`src/rtl/cond_logic_pkg.sv`:
```
// Shared definitions for the condition/flag block: condition codes,
// NZCV bit positions and flag-write group encodings.
package cond_logic_pkg;

   localparam logic [3:0] COND_EQ = 4'b0000;
   localparam logic [3:0] COND_NE = 4'b0001;
   localparam logic [3:0] COND_CS = 4'b0010;
   localparam logic [3:0] COND_CC = 4'b0011;
   localparam logic [3:0] COND_MI = 4'b0100;
   localparam logic [3:0] COND_PL = 4'b0101;
   localparam logic [3:0] COND_VS = 4'b0110;
   localparam logic [3:0] COND_VC = 4'b0111;
   localparam logic [3:0] COND_HI = 4'b1000;
   localparam logic [3:0] COND_LS = 4'b1001;
   localparam logic [3:0] COND_GE = 4'b1010;
   localparam logic [3:0] COND_LT = 4'b1011;
   localparam logic [3:0] COND_GT = 4'b1100;
   localparam logic [3:0] COND_LE = 4'b1101;
   localparam logic [3:0] COND_AL = 4'b1110;
   localparam logic [3:0] COND_NV = 4'b1111;

   localparam int FLAG_N = 3;
   localparam int FLAG_Z = 2;
   localparam int FLAG_C = 1;
   localparam int FLAG_V = 0;

   localparam logic [1:0] FW_NZ = 2'b10;
   localparam logic [1:0] FW_CV = 2'b01;

endpackage

```
`src/rtl/cond_check.sv`:
```
// Combinational condition evaluator: decides whether an instruction's
// condition field passes against the architectural NZCV flags.
module cond_check
   import cond_logic_pkg::*;
#(
   parameter int NV_EXECUTES = 0
) (
   input  logic [3:0] cond,
   input  logic [3:0] flags,
   output logic       cond_ex
);

   logic n_f, z_f, c_f, v_f;

   assign n_f = flags[FLAG_N];
   assign z_f = flags[FLAG_Z];
   assign c_f = flags[FLAG_C];
   assign v_f = flags[FLAG_V];

   always_comb begin
      cond_ex = 1'b0;
      case (cond)
         COND_EQ: cond_ex = z_f;
         COND_NE: cond_ex = !z_f;
         COND_CS: cond_ex = c_f;
         COND_CC: cond_ex = !c_f;
         COND_MI: cond_ex = n_f;
         COND_PL: cond_ex = !n_f;
         COND_VS: cond_ex = v_f;
         COND_VC: cond_ex = !v_f;
         COND_HI: cond_ex = c_f & !z_f;
         COND_LS: cond_ex = !c_f | z_f;
         COND_GE: cond_ex = (n_f == v_f);
         COND_LT: cond_ex = (n_f != v_f);
         COND_GT: cond_ex = !z_f & (n_f == v_f);
         COND_LE: cond_ex = z_f | (n_f != v_f);
         COND_AL: cond_ex = 1'b1;
         default: cond_ex = (NV_EXECUTES != 0);
      endcase
   end

endmodule

```
`src/rtl/cond_logic.sv`:
```
// Architectural NZCV flag register plus condition gating of the decoder's
// state-changing strobes.
module cond_logic
   import cond_logic_pkg::*;
#(
   parameter int NV_EXECUTES = 0
) (
   input  logic       clk,
   input  logic       reset_n,
   input  logic       en,
   input  logic [3:0] cond,
   input  logic [3:0] alu_flags,
   input  logic [1:0] flag_w,
   input  logic       pc_s,
   input  logic       reg_w,
   input  logic       mem_w,
   output logic       pc_src,
   output logic       reg_write,
   output logic       mem_write,
   output logic       cond_ex,
   output logic [3:0] flags
);

   logic commit;

   // cond_ex looks only at the registered flags, never at alu_flags, so an
   // instruction cannot condition on its own result.
   cond_check #(
      .NV_EXECUTES(NV_EXECUTES)
   ) u_cond_check (
      .cond    (cond),
      .flags   (flags),
      .cond_ex (cond_ex)
   );

   // en is the instruction-valid qualifier; there is no ready side, an
   // instruction with en=1 and a passing condition commits on the next edge.
   assign commit    = en & cond_ex;
   assign pc_src    = commit & pc_s;
   assign reg_write = commit & reg_w;
   assign mem_write = commit & mem_w;

   always_ff @(posedge clk or negedge reset_n) begin
      if (!reset_n) begin
         flags <= 4'b0000;
      end else if (commit) begin
         if ((flag_w & FW_NZ) != 2'b00)
            flags[FLAG_N:FLAG_Z] <= alu_flags[FLAG_N:FLAG_Z];
         if ((flag_w & FW_CV) != 2'b00)
            flags[FLAG_C:FLAG_V] <= alu_flags[FLAG_C:FLAG_V];
      end
   end

endmodule

```
`config.mk`:
```
export PLATFORM = sky130hd
export DESIGN_NAME = cond_logic
export DESIGN_NICKNAME = d
export VERILOG_FILES = /design/src/rtl/cond_logic_pkg.sv /design/src/rtl/cond_check.sv /design/src/rtl/cond_logic.sv
export SDC_FILE = /design/constraint.sdc
export NUM_CORES = 1
export LEC_CHECK = 0
export ABC_CLOCK_PERIOD_IN_PS = 2730
export BUFFER_PORTS_ARGS = -buffer_cell sky130_fd_sc_hd__buf_4
export CAP_MARGIN = 5
export CORE_MARGIN = 1
export CORE_UTILIZATION = 30
export DETAILED_ROUTE_END_ITERATION = 8
export HOLD_SLACK_MARGIN = 0.06
export PLACE_DENSITY_LB_ADDON = 0.12
export SYNTH_ARGS = -nofsm -noshare
export SYNTH_HDL_FRONTEND = slang
export SYNTH_SLANG_ARGS = --single-unit
```
`constraint.sdc`:
```
create_clock -name clk -period 2.73 [get_ports clk]
set_input_delay 0.273 -clock clk [delete_from_list [all_inputs] [get_ports clk]]
set_output_delay 0.273 -clock clk [all_outputs]
set_load 0.02 [all_outputs]
```
Word level (Yosys, flattened, before mapping)
Index checks and enable logic that the tools add are counted.
Storage, ports and cells
  logic and storage cells: 34
  output and inout port bits: 8
  register bits: 4
  input bits: 16
Cells by class
  eq/ne operators: 16
  bitwise operators: 8
  mux-type cells: 1
  reduce and logical (&&, ||, !) cells: 7
Operators with widths (number)
  equality test 4 bit (second input constant): 7
  equality test 4 x 3 -> 1 bit (second input constant): 4
  one-hot mux 1 bit (15 select lines): 1
  equality test 4 x 2 -> 1 bit (second input constant): 2
  AND 1 bit: 6
  equality test 4 x 1 -> 1 bit (second input constant): 1
  zero test 1 bit: 4
  zero test 4 bit: 1
  AND reduction 2 bit: 2
  OR 1 bit: 2
  equality test 1 bit: 1
  != test 1 bit: 1

Longest topological paths before layout
  depth in word-level cells: 5
  depth in mapped cells: 7
  depth with buffers taken out: 6

Modules after synthesis
Synthesis repeated with hierarchy kept, for this count alone.
Unflattened totals
  cell total of the unflattened synthesis: 41
  area, all modules: 371.6 µm²
By module, submodules not included
  cond_check: seq. area each 0.0 µm², cells an instance 28, instances 1, area an instance 193.9 µm²
  cond_logic: seq. area each 100.1 µm², cells an instance 13, instances 1, area an instance 177.7 µm²

Worst setup path after synthesis
Ideal clock, no wire load.
  path type: register to output
  start point: register flags[0]
  end point: output mem_write
  path slack: 0.675 ns
  path buffers: 1
  arrival time: 1.782 ns
  data required time: 2.457 ns
  stages on the path, launching flop included: 8
  cell sequence: dfrtp_1 -> buf_6 -> xnor2_1 -> a31oi_1 -> o211a_1 -> o31ai_4 -> nand2_4 -> and3_2
Between the ends
  longest elaborated chain between the ends: 5
  elaborated cells on any way between the ends: 8
  classes of those cells: eq/ne (2); mux (1); bitwise (4); reduce/logical (1)
RTL lines
  from (decl): RTL line cond_logic.sv:21  | output logic [3:0] flags
  from (signal, indexed assignment): RTL line cond_logic.sv:48  | flags[FLAG_N:FLAG_Z] <= alu_flags[FLAG_N:FLAG_Z];
  from (signal, indexed assignment): RTL line cond_logic.sv:50  | flags[FLAG_C:FLAG_V] <= alu_flags[FLAG_C:FLAG_V];
  != test 1 bit or equality test 1 bit (tied branches)
  OR 1 bit or AND 1 bit (tied branches): RTL line cond_check.sv:36, cond_check.sv:35
  one-hot mux 1 bit (15 select lines) (*): RTL line cond_check.sv:22  | case (cond)
  named net cond_ex: RTL line cond_logic.sv:20  | output logic cond_ex,
  AND 1 bit (*): RTL line cond_logic.sv:38  | assign commit = en & cond_ex;
  AND 1 bit (*): RTL line cond_logic.sv:41  | assign mem_write = commit & mem_w;
  to (decl): RTL line cond_logic.sv:19  | output logic mem_write,
The timed path passes the listed nets; every way through them passes the cells marked *.

Worst setup path in the final report
  start point: register flags[3]
  end point: output mem_write
Between the ends
  longest elaborated chain between the ends: 5
  elaborated cells on any way between the ends: 8
  classes of those cells: eq/ne (2); mux (1); bitwise (4); reduce/logical (1)
RTL lines (RTL line)
  != test 1 bit or equality test 1 bit (tied branches)
  OR 1 bit or AND 1 bit (tied branches): cond_check.sv:36, cond_check.sv:35
  one-hot mux 1 bit (15 select lines) (*): cond_check.sv:22
  AND 1 bit (*): cond_logic.sv:38
  AND 1 bit (*): cond_logic.sv:41
Every way passes the cells marked *; elsewhere a longest branch is shown, timed or not.

==> summary.md <==
| Metric | Value |
|---|---|
| Status | `finished, final reports clean` |
| Critical Path Max Stage Delay | `0.47 ns` |
| Crit path max fanout | `8` |
| Netlist cell types | `28` |
| Worst R2R Path Depth | `6` |
| Peak Freq | `between 400 and 500 MHz` |
| Hold path cells | `2` |
| Setup TNS | `0 ns` |
| Placed Area | `626 sq um` |
| Max-cap viol count | `0` |
| LEAKAGE | `0.299 nW` |
| Worst vdd ir | `just over 0.6 mV` |
| Cts hold-fix bufs | `1` |
| CTS tree | `done` |
| Design area | `around 660 sq um` |
| Yosys warning count | `0` |
| Post-CTS Setup Inserts | `0` |
| Worst path required time | `approximately 2.5 ns` |
| FF+latch area | `around 100 sq um` |
| Crit-path cells | `xnor2_1 > a31oi_1 > o211a_1 > o31ai_4 > nand2_4 > and3_2 > buf_4` |
| CTS sink cnt | `4` |
| DIE HEIGHT | `~42 um` |
| Gpl congestion | `0.720` |
| Crit. path cell count | `7` |
| Crit. Startpoint | `flags[3]` |
| RSZ-0062 raised after global routing | `no` |
| Final setup skew | `around 0.0067 ns` |
| HPWL after detailed placement | `875 um` |
| First-pass GRT wire length | `a little under 2000 um` |
| Filler instances | `141` |
| Fin crit share | `between 80 and 90%` |
| Routed vias/inst | `~5.5` |
| CP delay by family, top | `compound AO/OA/AOI/OAI gates` |
| Wirelength per Cell | `between 10 and 15 um` |
| Yosys reg bits | `4` |
| Syn-to-layout area delta | `39.2%` |
| Worst-path clk slew | `~0.040 ns` |
| Nets | `91` |
| CTS Root Cell | `clkbuf_4` |
| Finished Core Util | `47.6%` |
| CP max stage cell | `dfrtp_1` |
| Port bufs | `23` |
| Die width | `~42 um` |
| Post-layout minimum cycle time | `roughly 2.4 ns` |
| Hold path start | `alu_flags[0]` |
| Startpoint types | `register` |
| Hold Path Class | `input pin to register` |
| Critical Path End Type | `output port` |
| Crit Reg-Reg Startpoint | `flags[3]` |
| H-tree levels | `1` |
| Initial Utilization | `around 34%` |
| Total Power | `roughly 0.50 mW` |
| Largest register FFs | `4` |
| Dpl cells | `84` |
| Pre-Repair DR Iteration Count | `3` |
| Register area share after synthesis | `about a fifth` |
| Routed vias | `482` |
| Critical path arrival | `approximately 2.1 ns` |
| Row count | `13` |
| Layout cells sized above 1 | `47.9%` |
| Power per Cell Area | `approximately 760 nW/um^2` |
| Final slew viol count | `0` |
| Biggest register | `flags` |
| Slew Limit Headroom | `between 70% and 80%` |
| Synthesized net count | `66` |
| Synthesized area | `between 400 and 500 sq um` |
| # diodes | `0` |
| GR Overflow Total | `0` |
| Syn_area_per_cell | `around 9.5 sq um` |
| GRT Resource Usage Total | `approximately 14%` |
| Core area | `~1400 sq um` |
| Setup CP Type | `register to output port` |
| Largest net degree at the start of global routing | `12` |
| Worst-case clock buffer depth | `2` |
| Critical path buffer and inverter count | `1` |
| CTS Buf Count | `3` |
| Worst-Skew Late Latency | `~0.24 ns` |
| Die area | `roughly 1700 sq um` |
| Gate Count Post-Synth | `50` |
| Multi-input gate area | `327 sq um` |
| Post-CTS Resized | `0` |
| Final setup vio count | `0` |
| DRC Markers | `0` |
| Top Registers | `flags x4` |
| Drt total wl | `between 1000 and 1500 um` |
| Antenna violations before repair | `0` |
| Number of global-route vias before repair | `about 460` |
| Detailed Route Iter0 Violations | `3` |
| ANT nets after route | `0` |
| # IOs | `24` |
| Slew @ Worst Pin | `around 0.34 ns` |
| Final hold violations | `0` |
| Non-filler instance count after layout | `88` |
==> metrics by stage <==
step	hold WS (ns)	setup WS, ns
2_1_floorplan	-0.0226	0.675
3_3_place_gp	0.0698	0.645
3_5_place_dp	0.0692	0.606
4_1_cts	0.286	0.350
5_1_grt	0.297	0.215
6_report	0.295	0.372
==> final cells by class <==
type	instances	area share, %
Inverter	2	1.14
Timing Repair Buffer	24	27.8
Clock buffer	3	3.42
Tap cell	15	2.85
Sequential cell	4	15.2
Multi-Input combinational cell	40	49.6
==> Yosys cell counts (all sizes together) <==
| cell type | count | area share [%] |
|---|---|---|
| o31ai | 1 | 4.5 |
| nor2b | 2 | 2.6 |
| o221ai | 1 | 1.9 |
| a41o | 4 | 8.5 |
| a21oi | 2 | 2.1 |
| nand2 | 1 | 2.4 |
| a31o | 4 | 7.4 |
| xnor2 | 1 | 1.9 |
| dlygate4sd1 | 1 | 1.9 |
| inv | 2 | 1.6 |
| nand4 | 2 | 2.6 |
| o21ai | 1 | 1.1 |
| nor3 | 1 | 1.1 |
| a311oi | 1 | 1.9 |
| buf | 3 | 6.3 |
| and2b | 1 | 1.9 |
| or3 | 1 | 1.6 |
| a21boi | 4 | 6.3 |
| nor3b | 1 | 1.6 |
| xor2 | 1 | 1.9 |
| o32ai | 1 | 3.4 |
| dfrtp | 4 | 21 |
| a31oi | 2 | 2.6 |
| o211a | 1 | 2.1 |
| nor2 | 2 | 1.6 |
| and3 | 4 | 6.3 |
| nor4b | 1 | 1.9 |
==> path summary, 6_finish.rpt <==
check                                  to  slack, ns
max in group asynchronous        flags[1]       2.26
worst max register to register   flags[3]       0.87
worst min register to register   flags[1]       0.72
worst max-delay path            mem_write       0.37
worst min-delay path             flags[0]       0.29
min in group asynchronous        flags[2]       0.37
==> layer usage <==
metal / up-vias / GRT usage (%) / wire [um]
met3: 2 / 1.74 / 37
met4: 0 / 9.68 / 23
met5: - / 0 / 0
met2: 13 / 25.6 / 577
li1: 249 / - / -
met1: 218 / 15.8 / 515
==> where the power goes <==
part | leakage [nW] | switching (mW) | total [mW] | internal, mW
Sequential | 0.0419 | 0.0549 | 0.140 | 0.0847
Clock | 0.0138 | 0.0245 | 0.0736 | 0.0492
Combinational | 0.243 | 0.136 | 0.286 | 0.150
==> cells in the final DEF (no fill, tap or decap), types with 2 or more instances in the layout <==
cell type,n
buf_4,23
and3_2,4
a21boi_0,4
a31o_1,4
a41o_1,4
dfrtp_1,4
clkbuf_4,3
inv_1,2
a21oi_1,2
nor2b_1,2
a31oi_1,2
nor2_1,2
nand4_1,2
==> cells by family (layout without fill, tap and decap cells) <==
kind of cell / Yosys count / in the layout / share of synthesized area [%]
compound gates: 22 / 22 / 41.8
simple gates: 16 / 16 / 23.5
flops: 4 / 4 / 21.2
xor+xnor: 2 / 2 / 3.70
buf+inv: 6 / 29 / 9.79
(Power assumes the default switching activity.)
